--- src/rtl/data_bus.sv ---
// Central shared datapath bus: selects one source by read_en, zero-extends it
// to bus_width bits and registers it onto busout (one-cycle latency).
module data_bus #(
  parameter int bus_width = 24
) (
  input  logic                 clk,
  input  logic                 rst_n,
  input  logic [4:0]           read_en,
  input  logic [7:0]           dm,
  input  logic [15:0]          im,
  input  logic [15:0]          pc,
  input  logic [15:0]          ir,
  input  logic [15:0]          ar,
  input  logic [23:0]          ac,
  input  logic [7:0]           x,
  input  logic [7:0]           y,
  input  logic [7:0]           z,
  input  logic [15:0]          stxy,
  input  logic [15:0]          styz,
  input  logic [15:0]          stxz,
  input  logic [15:0]          r,
  input  logic [7:0]           r1,
  input  logic [23:0]          r2,
  input  logic [15:0]          r3,
  input  logic [15:0]          dr,
  output logic [bus_width-1:0] busout
);

  logic [bus_width-1:0] w_sel;
  logic [bus_width-1:0] r_busout;

  // Upper bits stay at the '0 default, giving zero-extension for narrow sources.
  // Codes 0 and 18-31, and any unknown code, fall through to a zero bus.
  always_comb begin
    w_sel = '0;
    case (read_en)
      5'd1:    w_sel[7:0]  = dm;
      5'd2:    w_sel[15:0] = im;
      5'd3:    w_sel[15:0] = pc;
      5'd4:    w_sel[15:0] = ir;
      5'd5:    w_sel[15:0] = ar;
      5'd6:    w_sel[23:0] = ac;
      5'd7:    w_sel[7:0]  = x;
      5'd8:    w_sel[7:0]  = y;
      5'd9:    w_sel[7:0]  = z;
      5'd10:   w_sel[15:0] = stxy;
      5'd11:   w_sel[15:0] = styz;
      5'd12:   w_sel[15:0] = stxz;
      5'd13:   w_sel[15:0] = r;
      5'd14:   w_sel[7:0]  = r1;
      5'd15:   w_sel[23:0] = r2;
      5'd16:   w_sel[15:0] = r3;
      5'd17:   w_sel[15:0] = dr;
      default: w_sel = '0;
    endcase
  end

  always_ff @(posedge clk or negedge rst_n) begin
    if (!rst_n) r_busout <= '0;
    else        r_busout <= w_sel;
  end

  assign busout = r_busout;

endmodule

--- config.mk ---
export PLATFORM = sky130hd
export DESIGN_NAME = data_bus
export DESIGN_NICKNAME = d
export VERILOG_FILES = /design/src/rtl/data_bus.sv
export SDC_FILE = /design/constraint.sdc
export NUM_CORES = 1
export LEC_CHECK = 0
export ABC_AREA = 1
export CAP_MARGIN = 20
export CORE_ASPECT_RATIO = 1.1
export CORE_MARGIN = 5
export CORE_UTILIZATION = 28
export DETAILED_ROUTE_END_ITERATION = 16
export PLACE_DENSITY = 0.87
export RECOVER_POWER = 25
export REMOVE_ABC_BUFFERS = 1
export SYNTH_ARGS = -nofsm -noshare
export SYNTH_HDL_FRONTEND = slang
export SYNTH_SLANG_ARGS = --single-unit
--- constraint.sdc ---
create_clock -name clk -period 0.8 [get_ports clk]
set_input_delay 0.24 -clock clk [delete_from_list [all_inputs] [get_ports clk]]
set_output_delay 0.24 -clock clk [all_outputs]
set_load 0.02 [all_outputs]
==> results_dict.tcl, run 1 <==
set metrics [dict create \
    status "complete, but fails checks" \
    violations "negative setup slack" \
    synth-simple-area-share_pct 68.0 \
    num_antenna_cells 0 \
    dp_hpwl_mm 14.1 \
    drive_gt1_share_pct 22.5 \
    grt_pass1_vias 4922 \
    rows 38 \
    worst_pin_slew_ps 413 \
    power_frac_clock_pct 17.4 \
    arrival_ps 1390 \
    synth.ff_latch_count 24 \
    ys.flop_type "dfrtp_1" \
    yosysTopAreaCell "nand2_1" \
    p_sw_share_pct 30.5 \
    period_needed_ps 1170 \
    path_clk_slew_ps 90 \
    vdd_drop_max_v 0.000659 \
    antenna_found_initial 0 \
    cts-root-buf "clkbuf_8" \
    power.density_mw_per_mm2 725 \
    cts_max_level 1 \
    dpl.cell_count 943 \
    boundaryPins 279 \
    worstSetupPathType "input port to flip-flop" \
    avgViaCountPerCell 5.11 \
    synthToLayoutAreaGrowth_pct 148 \
    core_sq_mm 0.00984 \
    clkSinkCount 24 \
    fmax_mhz 856 \
    startpoint "read_en[4]" \
    muxShareOfSynthArea_pct 0 \
    nNetsFinal 1106 \
    clockBufferDepth 2 \
    ys_seq_area_share_pct 21.4 \
    cts_tree "yes" \
    die_width_um 105 \
    leakagePower_nw 3.23 \
    yosys_warnings 0 \
    worst-path-max-fanout 5 \
    routed_wl_mm 18.9 \
    ys_async_sr_fraction_pct 100 \
    crit_required_ps 1020 \
    grt-ovfl-total 0 \
    fillers 748 \
    synth.most_common_cell "nand2_1" \
    cp-start-kind "input port" \
    wire_per_inst_um 19.5 \
    synth_top_family_by_area "simple AND/OR/NAND/NOR gates" \
    synth_compound_area_share_pct 3.08 \
    intPower_mw 3.50 \
    final_util_pct 70.5 \
    grt_use_total_pct 27.7 \
    finalSetupViolCount 48 \
    syn_inst 505 \
    grt_max_degree 18 \
    grt_first_pass_wirelength_mm 26.2 \
    dieHeight_um 115 \
    power_frac_seq_pct 27.0 \
    dieArea_sq_mm 0.0121 \
    drt_drc_violations_left 0 \
    power.switching_mw 1.54 \
    drv_slew 0 \
    setup_slack_ps -368 \
    rsz0062_at_grt "yes" \
    syn_area_sq_mm 0.00280 \
    synth_top_area_share_pct 31.3 \
    hold_viol_final 0 \
    largest_reg_flops 24 \
    place_ws_ps -1280 \
    yosysUniqueCellTypes 22 \
    synth_edf_count 0 \
    slew_headroom_pct 72.5 \
    gp_congestion 0.887 \
    yosys.area_share.xor_xnor_pct 0 \
    min_path_type "input port to async pin" \
    vias 4954 \
    start_util_pct 28.5 \
    avgSynthCellArea_sq_um 5.55 \
    portBuffers 278 \
    synth_common_cells "nand2_1, nand3_1, nor2_1, nand4_1, dfrtp_1" \
    p_comb_share_pct 55.6 \
    ant_nets 0 \
    dr.first_iter.drc_count 223 \
    finalInstanceArea_sq_mm 0.00694 \
    finalNonFillerCells 970 \
    synth.area.top_cells "nand2_1, dfrtp_1, nand3_1" \
    cts_buffers 3 \
    placed_cell_area_sq_mm 0.00614 \
    max-cap-violations 0 \
    holdBufCountCts 0 \
    synth_fa_ha_area_share_pct 0 \
    fin_crit_sh_pct 146 \
    first_pass_iters 5 \
    endpoint_kind "flip-flop" \
]
-- power by group through the flow --
stage	clock [mW]	combinational, mW	sequential (mW)
finish	0.877	2.80	1.36
global route	0.960	2.93	1.37
CTS	0.888	2.62	1.36
detailed placement	0	2.42	1.36
global placement	0	2.38	1.36
floorplan	0	0.388	1.49
-- per-stage QoR --
step	total power [mW]	setup TNS, ps	hold slack (ps)
final	5.03	-12220	456
after global routing	5.26	-13480	470
after CTS	4.86	-12800	345
after detailed placement	3.78	-35350	635
after global placement	3.74	-34240	637
after floorplan	1.88	-20480	-55.6
-- what timing repair did --
item                                    CTS  global route
endpoints found under the hold margin     0             0
cloned                                    2             2
resized for setup                       216            71
pin swaps                                40            48
setup buffers                            11            11
endpoints found under the setup margin   48            48
-- worst paths after layout --
check / to / slack (ps) / cells after the start
setup / recovery: busout[5] / -370 / 12
max in group asynchronous: busout[6] / 60 / 2
min in group clk: busout[16] / 580 / 2
hold / removal: busout[14] / 460 / 2
-- final cells by class --
type / count / area [sq um] / share of cell area, %
repair buffers: 361 / 3730 / 53.7
multi-input cells: 440 / 2300 / 33.1
flip-flops and latches: 24 / 601 / 8.65
well taps: 120 / 150 / 2.16
inverters: 21 / 106 / 1.53
clock buffers: 4 / 55.1 / 0.793
-- routing by layer --
metal | wire length (um) | track usage (%)
met2 | 9480 | 51.8
met1 | 6890 | 30.8
met3 | 1710 | 5.61
met4 | 849 | 11.0
met5 | 0 | 0
-- critical path, stage by stage --
cell and delay (ps):
buf_12 110, clkinv_8 60, nand2_4 50, nor2_4 200
buf_6 140, buf_6 120, nand3_4 90, nand2_2 110
nor2_1 50, nand2_1 110, nor2_2 40, nand2_1 50
-- cell families (layout without fill, tap and decap cells) --
logic type / count (synthesis) / after routing
compound gates: 9 / 9
flops: 24 / 24
buf+inv: 42 / 386
simple gates: 430 / 431
-- cell usage in the layout, fill, tap and decap left out, drive strengths merged --
cell / count
clkinv: 1
inv: 20
dfrtp: 24
nand4: 34
clkbuf: 7
nand3: 66
buf: 109
clkdlybuf4s50: 248
dlygate4sd3: 1
nand2: 237
a32o: 8
nor3b: 5
nor3: 4
nor2: 85
o22ai: 1
Power figures use the tool's default switching activity.
==> run 2, diff against run 1 <==
--- a/config.mk
+++ b/config.mk
@@ -7,11 +7,13 @@
 export LEC_CHECK = 0
 export ABC_AREA = 1
 export CAP_MARGIN = 20
+export CELL_PAD_IN_SITES_DETAIL_PLACEMENT = 0
+export CELL_PAD_IN_SITES_GLOBAL_PLACEMENT = 1
 export CORE_ASPECT_RATIO = 1.1
 export CORE_MARGIN = 5
-export CORE_UTILIZATION = 28
+export CORE_UTILIZATION = 18
 export DETAILED_ROUTE_END_ITERATION = 16
-export PLACE_DENSITY = 0.87
+export PLACE_DENSITY = 0.93
 export RECOVER_POWER = 25
 export REMOVE_ABC_BUFFERS = 1
 export SYNTH_ARGS = -nofsm -noshare
==> results_dict.tcl, run 2 (synthesized netlist as in run 1, its figures left out) <==
set metrics [dict create \
    clkSinkCount 24 \
    antenna_found_initial 0 \
    cts-root-buf "clkbuf_16" \
    final_util_pct 46.8 \
    worst-path-max-fanout 8 \
    first_pass_iters 5 \
    fin_crit_sh_pct 153 \
    grt-ovfl-total 0 \
    finalNonFillerCells 1056 \
    largest_reg_flops 24 \
    intPower_mw 3.82 \
    p_comb_share_pct 51.0 \
    p_sw_share_pct 28.8 \
    dieArea_sq_mm 0.0182 \
    drt_drc_violations_left 0 \
    cp-start-kind "input port" \
    power_frac_seq_pct 25.4 \
    holdBufCountCts 0 \
    grt_pass1_vias 4944 \
    nNetsFinal 1116 \
    vdd_drop_max_v 0.000597 \
    avgViaCountPerCell 4.45 \
    period_needed_ps 1230 \
    dp_hpwl_mm 15.2 \
    max-cap-violations 0 \
    routed_wl_mm 18.6 \
    layout_common_cells "clkdlybuf4s50_1, nand2_1, nand3_1" \
    portBuffers 278 \
    cts_tree "yes" \
    dpl.cell_count 1027 \
    status "complete, but fails checks" \
    cts_buffers 3 \
    vias 4698 \
    start_util_pct 18.5 \
    dieHeight_um 141 \
    wire_per_inst_um 17.6 \
    grt_use_total_pct 19.2 \
    boundaryPins 279 \
    gp_congestion 0.866 \
    rows 47 \
    cts_max_level 1 \
    grt_max_degree 17 \
    seqCellArea_sq_um 601 \
    slew_headroom_pct 72.3 \
    ant_nets 0 \
    setup_slack_ps -426 \
    power.density_mw_per_mm2 755 \
    place_ws_ps -1490 \
    synthToLayoutAreaGrowth_pct 153 \
    leakagePower_nw 3.24 \
    core_sq_mm 0.0152 \
    min_path_type "input port to async pin" \
    power_frac_clock_pct 23.6 \
    hold_viol_final 0 \
    path_clk_slew_ps 70 \
    clockBufferDepth 2 \
    num_antenna_cells 0 \
    finalSetupViolCount 48 \
    multi_input_area_sq_mm 0.00222 \
    worstSetupPathType "input port to flip-flop" \
    endpoint_kind "flip-flop" \
    layout_commonest_cell "clkdlybuf4s50_1" \
    crit_required_ps 950 \
    arrival_ps 1380 \
    fillers 1532 \
    die_width_um 129 \
    p_total_mw 5.36 \
    grt_first_pass_wirelength_mm 27.0 \
    drive_gt1_share_pct 22.3 \
    fmax_mhz 816 \
    dr.first_iter.drc_count 214 \
    violations "negative setup slack" \
    worst_pin_slew_ps 415 \
    power.switching_mw 1.55 \
    drv_slew 0 \
    rsz0062_at_grt "yes" \
]
run 2: layout make-up:
cell class / instances / share of cell area, %
multi-input cells: 439 / 31.2
clock buffers: 4 / 1.25
well taps: 196 / 3.45
inverters: 21 / 1.29
flip-flops and latches: 24 / 8.46
repair buffers: 372 / 54.3
run 2: critical path, stage by stage:
cell and delay (ps):
buf_8 100, buf_8 130, inv_4 50, buf_6 100, nor2_8 40, buf_4 160
nand4_1 90, nand2_2 90, nor2_4 120, nand2_1 60, nor2_1 130, nand2_1 70
run 2: per-stage QoR:
stage | instance area, sq um | hold slack (ps) | setup TNS (ps)
floorplan | 2680 | -55.6 | -20480
global placement | 6410 | 623 | -38360
detailed placement | 6410 | 625 | -39610
CTS | 6910 | 345 | -13660
global route | 7100 | 313 | -15350
finish | 7100 | 297 | -13530
run 2: worst max-delay path by stage:
stage,from,end,slack (ps),cells after the start
after floorplan,read_en[2],busout[6],-940,8
after global placement,read_en[1],busout[15],-1440,10
after detailed placement,read_en[1],busout[15],-1490,10
after CTS,read_en[0],busout[15],-440,12
after global routing,read_en[0],busout[0],-500,13
final,read_en[0],busout[4],-430,12
run 2: power by group through the flow:
stage / registers (mW) / logic (mW) / clock network (mW)
floorplan: 1.49 / 0.388 / 0
global placement: 1.36 / 2.49 / 0
detailed placement: 1.36 / 2.50 / 0
CTS: 1.36 / 2.68 / 1.30
global route: 1.37 / 2.90 / 1.31
finish: 1.36 / 2.74 / 1.26
run 2: per-layer routing:
layer  global-route usage [%]  up-vias  routed length (um)
li1                         -     2364                   -
met1                     23.9     2091                7310
met2                     33.8      217                9290
met3                     3.29       26                1600
met4                     5.14        0                 376
met5                        0        -                   0
run 2: what timing repair did:
item	4_1_cts	5_1_grt
gates resized for setup	220	28
endpoints found under the setup margin	48	48
buffers inserted	18	6
gates cloned	0	1
endpoints found under the hold margin	0	0
pin swaps	25	33
